### src/rtl/blink_sched_pkg.sv
// Shared types, default parameters and the round-robin helper for blink_scheduler.
// The optional abort input is enabled with the BLINK_SCHED_ABORT_EN macro (see blink_scheduler).
package blink_sched_pkg;

  typedef enum logic [1:0] {IDLE, ON, OFF, GAP} state_e;

  localparam int DEF_NUM_REQ     = 4;
  localparam int DEF_CODE_W      = 4;
  localparam int DEF_CLK_FREQ_HZ = 1_000_000_000;
  localparam int DEF_TICK_HZ     = 10;
  localparam int DEF_ON_TICKS    = 2;
  localparam int DEF_OFF_TICKS   = 3;
  localparam int DEF_GAP_TICKS   = 10;
  localparam int MAX_REQ         = 32;

  // First valid index strictly after 'last', wrapping; scanned high to low so the nearest wins.
  function automatic int next_rr(input logic [MAX_REQ-1:0] valid, input int n, input int last);
    int result;
    int idx;
    result = 0;
    for (int i = MAX_REQ; i >= 1; i--) begin
      if (i <= n) begin
        idx = (last + i) % n;
        if (valid[idx]) result = idx;
      end
    end
    return result;
  endfunction

endpackage

### src/rtl/blink_tick_gen.sv
// Tick prescaler: one-cycle tick every DIV cycles after clr; tick is constant 1 when DIV=1.
module blink_tick_gen #(
  parameter int DIV = 1
) (
  input  logic clk,
  input  logic rst_n,
  input  logic clr,
  output logic tick
);

  localparam int CW = (DIV > 1) ? $clog2(DIV) : 1;

  logic [CW-1:0] cnt;

  assign tick = (cnt == CW'(DIV - 1));

  always_ff @(posedge clk) begin
    if (!rst_n || clr) cnt <= '0;
    else if (tick)     cnt <= '0;
    else               cnt <= cnt + 1'b1;
  end

endmodule

### src/rtl/blink_scheduler.sv
// Round-robin shared LED: grants one requester at a time and plays its blink code on q.
// Define BLINK_SCHED_ABORT_EN to add an abort input that cuts the current code short.
module blink_scheduler
  import blink_sched_pkg::*;
#(
  parameter int NUM_REQ     = DEF_NUM_REQ,
  parameter int CODE_W      = DEF_CODE_W,
  parameter int CLK_FREQ_HZ = DEF_CLK_FREQ_HZ,
  parameter int TICK_HZ     = DEF_TICK_HZ,
  parameter int ON_TICKS    = DEF_ON_TICKS,
  parameter int OFF_TICKS   = DEF_OFF_TICKS,
  parameter int GAP_TICKS   = DEF_GAP_TICKS,
  localparam int AW         = (NUM_REQ > 1) ? $clog2(NUM_REQ) : 1
) (
  input  logic                      clk,
  input  logic                      rst_n,
`ifdef BLINK_SCHED_ABORT_EN
  input  logic                      abort,
`endif
  input  logic [NUM_REQ-1:0]        req_valid,
  input  logic [NUM_REQ*CODE_W-1:0] req_code,
  output logic [NUM_REQ-1:0]        req_ready,
  output logic [NUM_REQ-1:0]        done,
  output logic                      busy,
  output logic [AW-1:0]             active_id,
  output logic                      q
);

  // Handshake: req_valid[i] is held with a stable code until req_ready[i]; the single-cycle
  // req_ready pulse (only ever raised in IDLE) is the acceptance and latches the code.

  localparam int TICK_DIV = CLK_FREQ_HZ / TICK_HZ;
  localparam int MAX_T01  = (ON_TICKS > OFF_TICKS) ? ON_TICKS : OFF_TICKS;
  localparam int MAX_T    = (MAX_T01 > GAP_TICKS) ? MAX_T01 : GAP_TICKS;
  localparam int TW       = (MAX_T > 1) ? $clog2(MAX_T + 1) : 1;

  state_e                state, state_next;
  logic   [CODE_W-1:0]   rem;
  logic   [TW-1:0]       tcnt;
  logic   [AW-1:0]       rr_last;
  logic   [NUM_REQ-1:0]  done_next;
  logic   [MAX_REQ-1:0]  valid_ext;
  logic   [CODE_W-1:0]   gnt_code;
  int                    gnt_idx;
  logic                  grant, clr, dec, tick;

  assign valid_ext = MAX_REQ'(req_valid);
  assign gnt_idx   = next_rr(valid_ext, NUM_REQ, int'(rr_last));
  assign gnt_code  = req_code[gnt_idx*CODE_W +: CODE_W];
  assign busy      = (state != IDLE);
  assign q         = (state == ON);

  blink_tick_gen #(.DIV(TICK_DIV)) u_tick (
    .clk   (clk),
    .rst_n (rst_n),
    .clr   (clr),
    .tick  (tick)
  );

  always_comb begin
    state_next = state;
    grant      = 1'b0;
    clr        = 1'b0;
    dec        = 1'b0;
    done_next  = '0;
    req_ready  = '0;
    case (state)
      IDLE: begin
        if (|req_valid) begin
          grant              = 1'b1;
          req_ready[gnt_idx] = 1'b1;
          if (gnt_code == '0) done_next[gnt_idx] = 1'b1;
          else                state_next = ON;
        end
      end
      ON: begin
        if (tick && tcnt == TW'(ON_TICKS - 1)) begin
          dec        = 1'b1;
          // rem still holds the count before this blink's decrement
          state_next = (rem > CODE_W'(1)) ? OFF : GAP;
        end
      end
      OFF: begin
        if (tick && tcnt == TW'(OFF_TICKS - 1)) state_next = ON;
      end
      GAP: begin
        if (tick && tcnt == TW'(GAP_TICKS - 1)) begin
          state_next           = IDLE;
          done_next[active_id] = 1'b1;
        end
      end
      default: state_next = IDLE;
    endcase
`ifdef BLINK_SCHED_ABORT_EN
    if (abort && state != IDLE) begin
      state_next           = IDLE;
      dec                  = 1'b0;
      done_next            = '0;
      done_next[active_id] = 1'b1;
    end
`endif
    if (grant || state_next != state) clr = 1'b1;
  end

  always_ff @(posedge clk) begin
    if (!rst_n) begin
      state     <= IDLE;
      rem       <= '0;
      tcnt      <= '0;
      rr_last   <= AW'(NUM_REQ - 1);
      active_id <= '0;
      done      <= '0;
    end else begin
      state <= state_next;
      done  <= done_next;
      if (grant) begin
        rr_last   <= AW'(gnt_idx);
        active_id <= AW'(gnt_idx);
        rem       <= gnt_code;
      end else if (dec && rem != '0) begin
        rem <= rem - 1'b1;
      end
      if (clr)                        tcnt <= '0;
      else if (tick && state != IDLE) tcnt <= tcnt + 1'b1;
    end
  end

endmodule
### config.mk
export PLATFORM = sky130hd
export DESIGN_NAME = blink_scheduler
export DESIGN_NICKNAME = d
export VERILOG_FILES = /design/src/rtl/blink_sched_pkg.sv /design/src/rtl/blink_tick_gen.sv /design/src/rtl/blink_scheduler.sv
export SDC_FILE = /design/constraint.sdc
export NUM_CORES = 1
export LEC_CHECK = 0
export ABC_CLOCK_PERIOD_IN_PS = 5890
export BUFFER_PORTS_ARGS = -buffer_cell sky130_fd_sc_hd__buf_2
export CAP_MARGIN = 30
export CORE_ASPECT_RATIO = 1.4
export CORE_MARGIN = 2
export CORE_UTILIZATION = 40
export CTS_CLUSTER_DIAMETER = 40
export DETAILED_ROUTE_END_ITERATION = 6
export PLACE_DENSITY = 0.64
export SLEW_MARGIN = 15
export SYNTH_ARGS = -nofsm -noshare
export SYNTH_HDL_FRONTEND = slang
export SYNTH_SLANG_ARGS = --single-unit
### constraint.sdc
create_clock -name clk -period 5.89 [get_ports clk]
set_input_delay 0.2945 -clock clk [delete_from_list [all_inputs] [get_ports clk]]
set_output_delay 0.2945 -clock clk [all_outputs]
set_load 0.02 [all_outputs]
Word level (Yosys, flattened, before mapping)
Cells that the tools add are included.

Flip-flop bits (word level): 45. Input port bits: 22.

Add/sub/neg operators: 7. $lt $le $gt $ge: 9. Equality and inequality tests: 8. Shift-type cells: 1. Muxes and demuxes: 40. Bitwise gates (word level): 5. Reduce and logical (&&, ||, !) cells: 22.

Operators by type and width (count): 32-bit 2-to-1 mux (4); 32-bit by 1-bit >= comparator with 1-bit output (second input constant) (1); 32-bit by 4-bit less-than comparator with 1-bit output (second input constant) (1); 16-bit by 32-bit variable part select with 4-bit output (1); 3-bit by 7-bit less-than comparator with 1-bit output (second input constant) (4); 4-bit 2-to-1 mux (7); 27-bit by 1-bit adder with 27-bit output (second input constant) (1); 27-bit == test (second input constant) (1); 1-bit 2-to-1 mux (16); 1-bit binary-select mux with 3-bit select (4); 2-bit OR reduction (6); 2-bit 2-to-1 mux (5); 2-bit case mux with 4 select lines (1); 4-bit case mux with 2 select lines (1); 1-bit logical AND (7); 2-bit by 1-bit adder with 2-bit output (second input constant) (2); 2-bit adder (second input constant) (2); 4-bit by 1-bit adder with 4-bit output (second input constant) (1); 1-bit AND (first input constant) (4); 1-bit demux with 2-bit select (2); 2-bit == test (second input constant) (2); 4-bit by 1-bit == test with 1-bit output (second input constant) (1); 4-bit by 2-bit == test with 1-bit output (second input constant) (1); 4-bit == test (second input constant) (1); other kinds (14) (16).

Logic depth before layout (Yosys ltp)
Depth after elaboration: 20. Depth in mapped cells: 12. Gate-level depth less buffers: 10.

Modules after synthesis
From an unflattened synthesis, not the netlist that was laid out.

Cells, all modules: 317. Area total of the unflattened synthesis: 2696.3 um2.

Modules (own cells, without submodules): blink_scheduler (times used 1, cells an instance 161, area an instance 1361.3 um2, sequential area each 360.3 um2); blink_tick_gen (times used 1, cells an instance 156, area an instance 1335.0 um2, sequential area each 540.5 um2).

Worst setup path before layout
No wires, ideal clock.

Path kind: reg2reg. Start: register state[1]. End: register u_tick.cnt[0]. Data arrival time: 2.395 ns. Path slack: 3.351 ns. Stages on the path, launching flop included: 13. Period minus slack after synthesis: 2.539 ns. Path through: dfxtp_1 inv_1 ha_1 and4bb_2 o211ai_1 a2111oi_0 o21a_1 a211oi_1 a31oi_1 o21a_1 buf_4 buf_6 nor4_1.

Elaborated cells between the ends (all ways): 16. Classes of those cells: 4 x eq/ne; 8 x mux; 4 x reduce/logical.

RTL lines: start, declared (RTL line blink_scheduler.sv:37) `state_e state, state_next;`; start signal, assigned (RTL line blink_scheduler.sv:114) `state <= state_next;`; 2-bit by 1-bit == test with 1-bit output; net q (RTL line blink_scheduler.sv:26) `output logic q`; 2-bit case mux with 4 select lines (RTL line blink_scheduler.sv:67) `case (state)`; 2-bit inequality test (RTL line blink_scheduler.sv:102) `if (grant || state_next != state) clr = 1'b1;`; 1-bit logical OR (RTL line blink_scheduler.sv:102); 1-bit 2-to-1 mux (RTL line blink_scheduler.sv:102); 1-bit logical OR (RTL line blink_tick_gen.sv:18) `if (!rst_n || clr) cnt <= '0;`; 2-bit OR reduction (no line); end signal, assigned (RTL line blink_tick_gen.sv:20) `else cnt <= cnt + 1'b1;`; end, declared (RTL line blink_tick_gen.sv:13) `logic [CW-1:0] cnt;`.

The timed path passes the listed nets, and every way through them passes these cells. A chain may end at the register's enable or synchronous reset.

Worst setup path in the final report
Start: register state[1]. End: register u_tick.cnt[1].

Longest elaborated chain between the ends: 8. Elaborated cells between the ends (all ways): 16. Classes of those cells: 4 x eq/ne; 8 x mux; 4 x reduce/logical.

RTL lines: 2-bit 2-to-1 mux (RTL line blink_scheduler.sv:72) `if (gnt_code == '0) done_next[gnt_idx] = 1'b1;`; 2-bit 2-to-1 mux (RTL line blink_scheduler.sv:69) `if (|req_valid) begin`; 2-bit case mux with 4 select lines (RTL line blink_scheduler.sv:67); 2-bit inequality test (RTL line blink_scheduler.sv:102); 1-bit logical OR (*) (RTL line blink_scheduler.sv:102); 1-bit 2-to-1 mux (*) (RTL line blink_scheduler.sv:102); 1-bit logical OR (*) (RTL line blink_tick_gen.sv:18); 2-bit OR reduction (no line) (*).

Mark *: on every way between the ends. The rest lies on a longest branch, timed or not.

==> metrics <==
Setup CP Type flip-flop to flip-flop; Rows 35; WL/cell 13.4 um; Finished Layout Cells 434; count leader, synth dfxtp_1; Sinks on Clock Net 45; gpl congestion 0.804; register area share after synthesis 0.326; hpwl dp 4290 um; largest net degree at the start of global routing 32; Reg power frac 0.435; Multi-input gate area 1690 sq um; Core Area 6660 sq um; ys flop type dfxtp_1; period utilisation layout 0.548; RSZ-0062 raised after global routing no; CTS Buffer Depth 2; first-pass GRT wire length 9910 um; CTS Buf Count 5; Setup TNS Final 0 ns; layout cells sized above 1 0.219; Worst Path Max Fanout 15; async set or reset register ratio after synthesis 0; Mapped Avg Cell Area 8.85 sq um; Avg Vias per Cell 5.36; Fmax 310 MHz; headroom to the max-slew limit 0.589; Initial Util 0.415; Worst-Margin Slew 0.601 ns; leakage power 1.13 nW; ant diodes 0; Final #Nets 373; Pre-antenna DRT Iters 4; clock power share 0.258; port bufs 33; post-route ant nets 0; Die X 74.2 um; Net Switching 0.000274 W; Die Ht 102 um; largest cells by area after synthesis dfxtp_1 (33%), xnor2_1 (5.4%), ha_1 (4.5%), nor4_2 (4.5%), nand2_1 (3.7%); startpoint types flip-flop; final hold violations 0; Synthesis Warnings 0; element type at the critical path end flip-flop; H-tree levels 2; Synth Cell Area 2760 sq um; Setup Buffers After CTS 0; post_cts resized 0; top cell type by total area after synthesis dfxtp_1; grt ovf 0; clock transition at the registers of the reported paths 0.09 ns; Residual DRC 0; VDD IR max 152 uV; Switching Fraction 0.357; worst skew pair latency 0.31 ns; vias in the first global route 2265; min Tclk post-route 3.23 ns; Slew Limit Fails 0; Total GRT Usage 0.163; fillcell total 671; Storage cell area 901 sq um; violation count after the first detailed-route iteration 66; cell count after synthesis 312; Placed Cells 423; final setup vio count 0; Comb power frac 0.307; CP Data Arrival Time 3.41 ns; Internal Power 0.000493 W; Overall Power 0.000767 W; Pwr per Cell Area 248 nW/um^2; Yosys top cell area share 0.326; hold_buf cts 0; final wirelength 5820 um; Unique masters post-synth 59; Crit path required time 6.07 ns; final clock skew 0.0147 ns; die area 7600 sq um; Post-synth EDFFs 0; Area growth syn-to-layout 11.8%; Synth Net Count 344; # IOs 34; Max-cap violations 0; status finished, final reports clean; Yosys reg bits 45; commonest cells in the netlist dfxtp_1 (45), nand2_1 (27), nor2_1 (23), nor3_1 (17), xnor2_1 (17); CTS root buffer clkbuf_8; antenna violations before repair 0; TritonCTS clock tree built; via count 2327; Worst Hold Class primary input to flip-flop
==> cells in the final DEF, fill, tap and decap left out, types with 2 or more instances in the layout <==
master and count:
a211oi_1 3, a21oi_1 14, a32oi_1 2, and2_1 2
and3_1 10, and4_1 2, buf_2 33, buf_4 2
clkbuf_8 5, dfxtp_1 45, ha_1 10, inv_1 15
mux2_2 4, mux2i_1 10, nand2_1 27, nand3_1 13
nand4_1 3, nand4_2 3, nand4b_1 2, nor2_1 23
nor3_1 17, nor3b_1 2, nor4_1 7, nor4_2 10
o211ai_1 3, o21a_1 3, o21ai_0 6, or2_2 2
or3_1 2, or4_1 3, xnor2_1 17, xor2_1 11
==> final timing paths <==
kind | to | from | depth (start not counted) | slack, ns
max reg2reg | u_tick.cnt[1] | state[1] | 11 | 2.66
max | u_tick.cnt[1] | state[1] | 11 | 2.66
min | rr_last[0] | rst_n | 2 | 0.27
min reg2reg | u_tick.cnt[0] | u_tick.cnt[0] | 1 | 0.49
==> cells by family after synthesis <==
kind of cell / after synthesis / share of synthesized area
AOI/OAI and AO/OA: 42 / 0.112
muxes: 14 / 0.0525
buffers and inverters: 32 / 0.0607
and+or+nand+nor: 141 / 0.315
adders and majority gates: 10 / 0.0453
xor gates and xnor gates: 28 / 0.0888
DFF: 45 / 0.326
==> sequential cells by signal, summed over array words and instances, names as in the netlist <==
name and cells:
active_id 2, done 4, rem 4, rr_last 2, state 2, tcnt 4, u_tick.cnt 27
==> per-stage QoR <==
step,utilization,cell area (sq um),setup slack (ns),hold slack (ns)
5_1_grt,0.464,3090,2.37,0.284
6_report,0.464,3090,2.66,0.271
3_5_place_dp,0.444,2960,2.49,0.483
4_1_cts,0.458,3050,2.59,0.278
2_1_floorplan,-,2760,3.35,0.371
3_3_place_gp,0.442,2940,2.42,0.483
==> critical path, cell delays in order, from the launching register on <==
cell and delay (ns):
dfxtp_1 0.37, inv_1 0.14, ha_1 0.27, and4bb_2 0.30
o211ai_1 0.13, a2111oi_0 0.58, o21a_1 0.20, a211oi_1 0.08
a31oi_1 0.18, o21a_1 0.53, buf_8 0.24, nor4b_1 0.07
==> power groups by stage <==
| stage | sequential (W) | combinational, W | clock, W |
|---|---|---|---|
| after global placement | 0.000340 | 0.000218 | 0 |
| after global routing | 0.000335 | 0.000259 | 0.000215 |
| final | 0.000333 | 0.000235 | 0.000198 |
| after CTS | 0.000333 | 0.000229 | 0.000203 |
| after detailed placement | 0.000341 | 0.000228 | 0 |
| after floorplan | 0.000339 | 0.000186 | 0 |
==> layout make-up <==
cell class,instances,area share
multi-input cells,235,0.549
flip-flops and latches,45,0.292
repair buffers,38,0.0737
well taps,92,0.0373
clock buffers,5,0.0223
inverters,16,0.0194
clock inverters,3,0.00689
==> per-layer routing <==
layer / track usage / wire, um / vias to the layer above
li1: - / - / 1174
met1: 0.180 / 2500 / 1104
met2: 0.306 / 3030 / 39
met3: 0.0296 / 179 / 10
met4: 0.0591 / 106 / 0
met5: 0 / 0 / -
No activity file was read; power rests on OpenSTA's default activity.
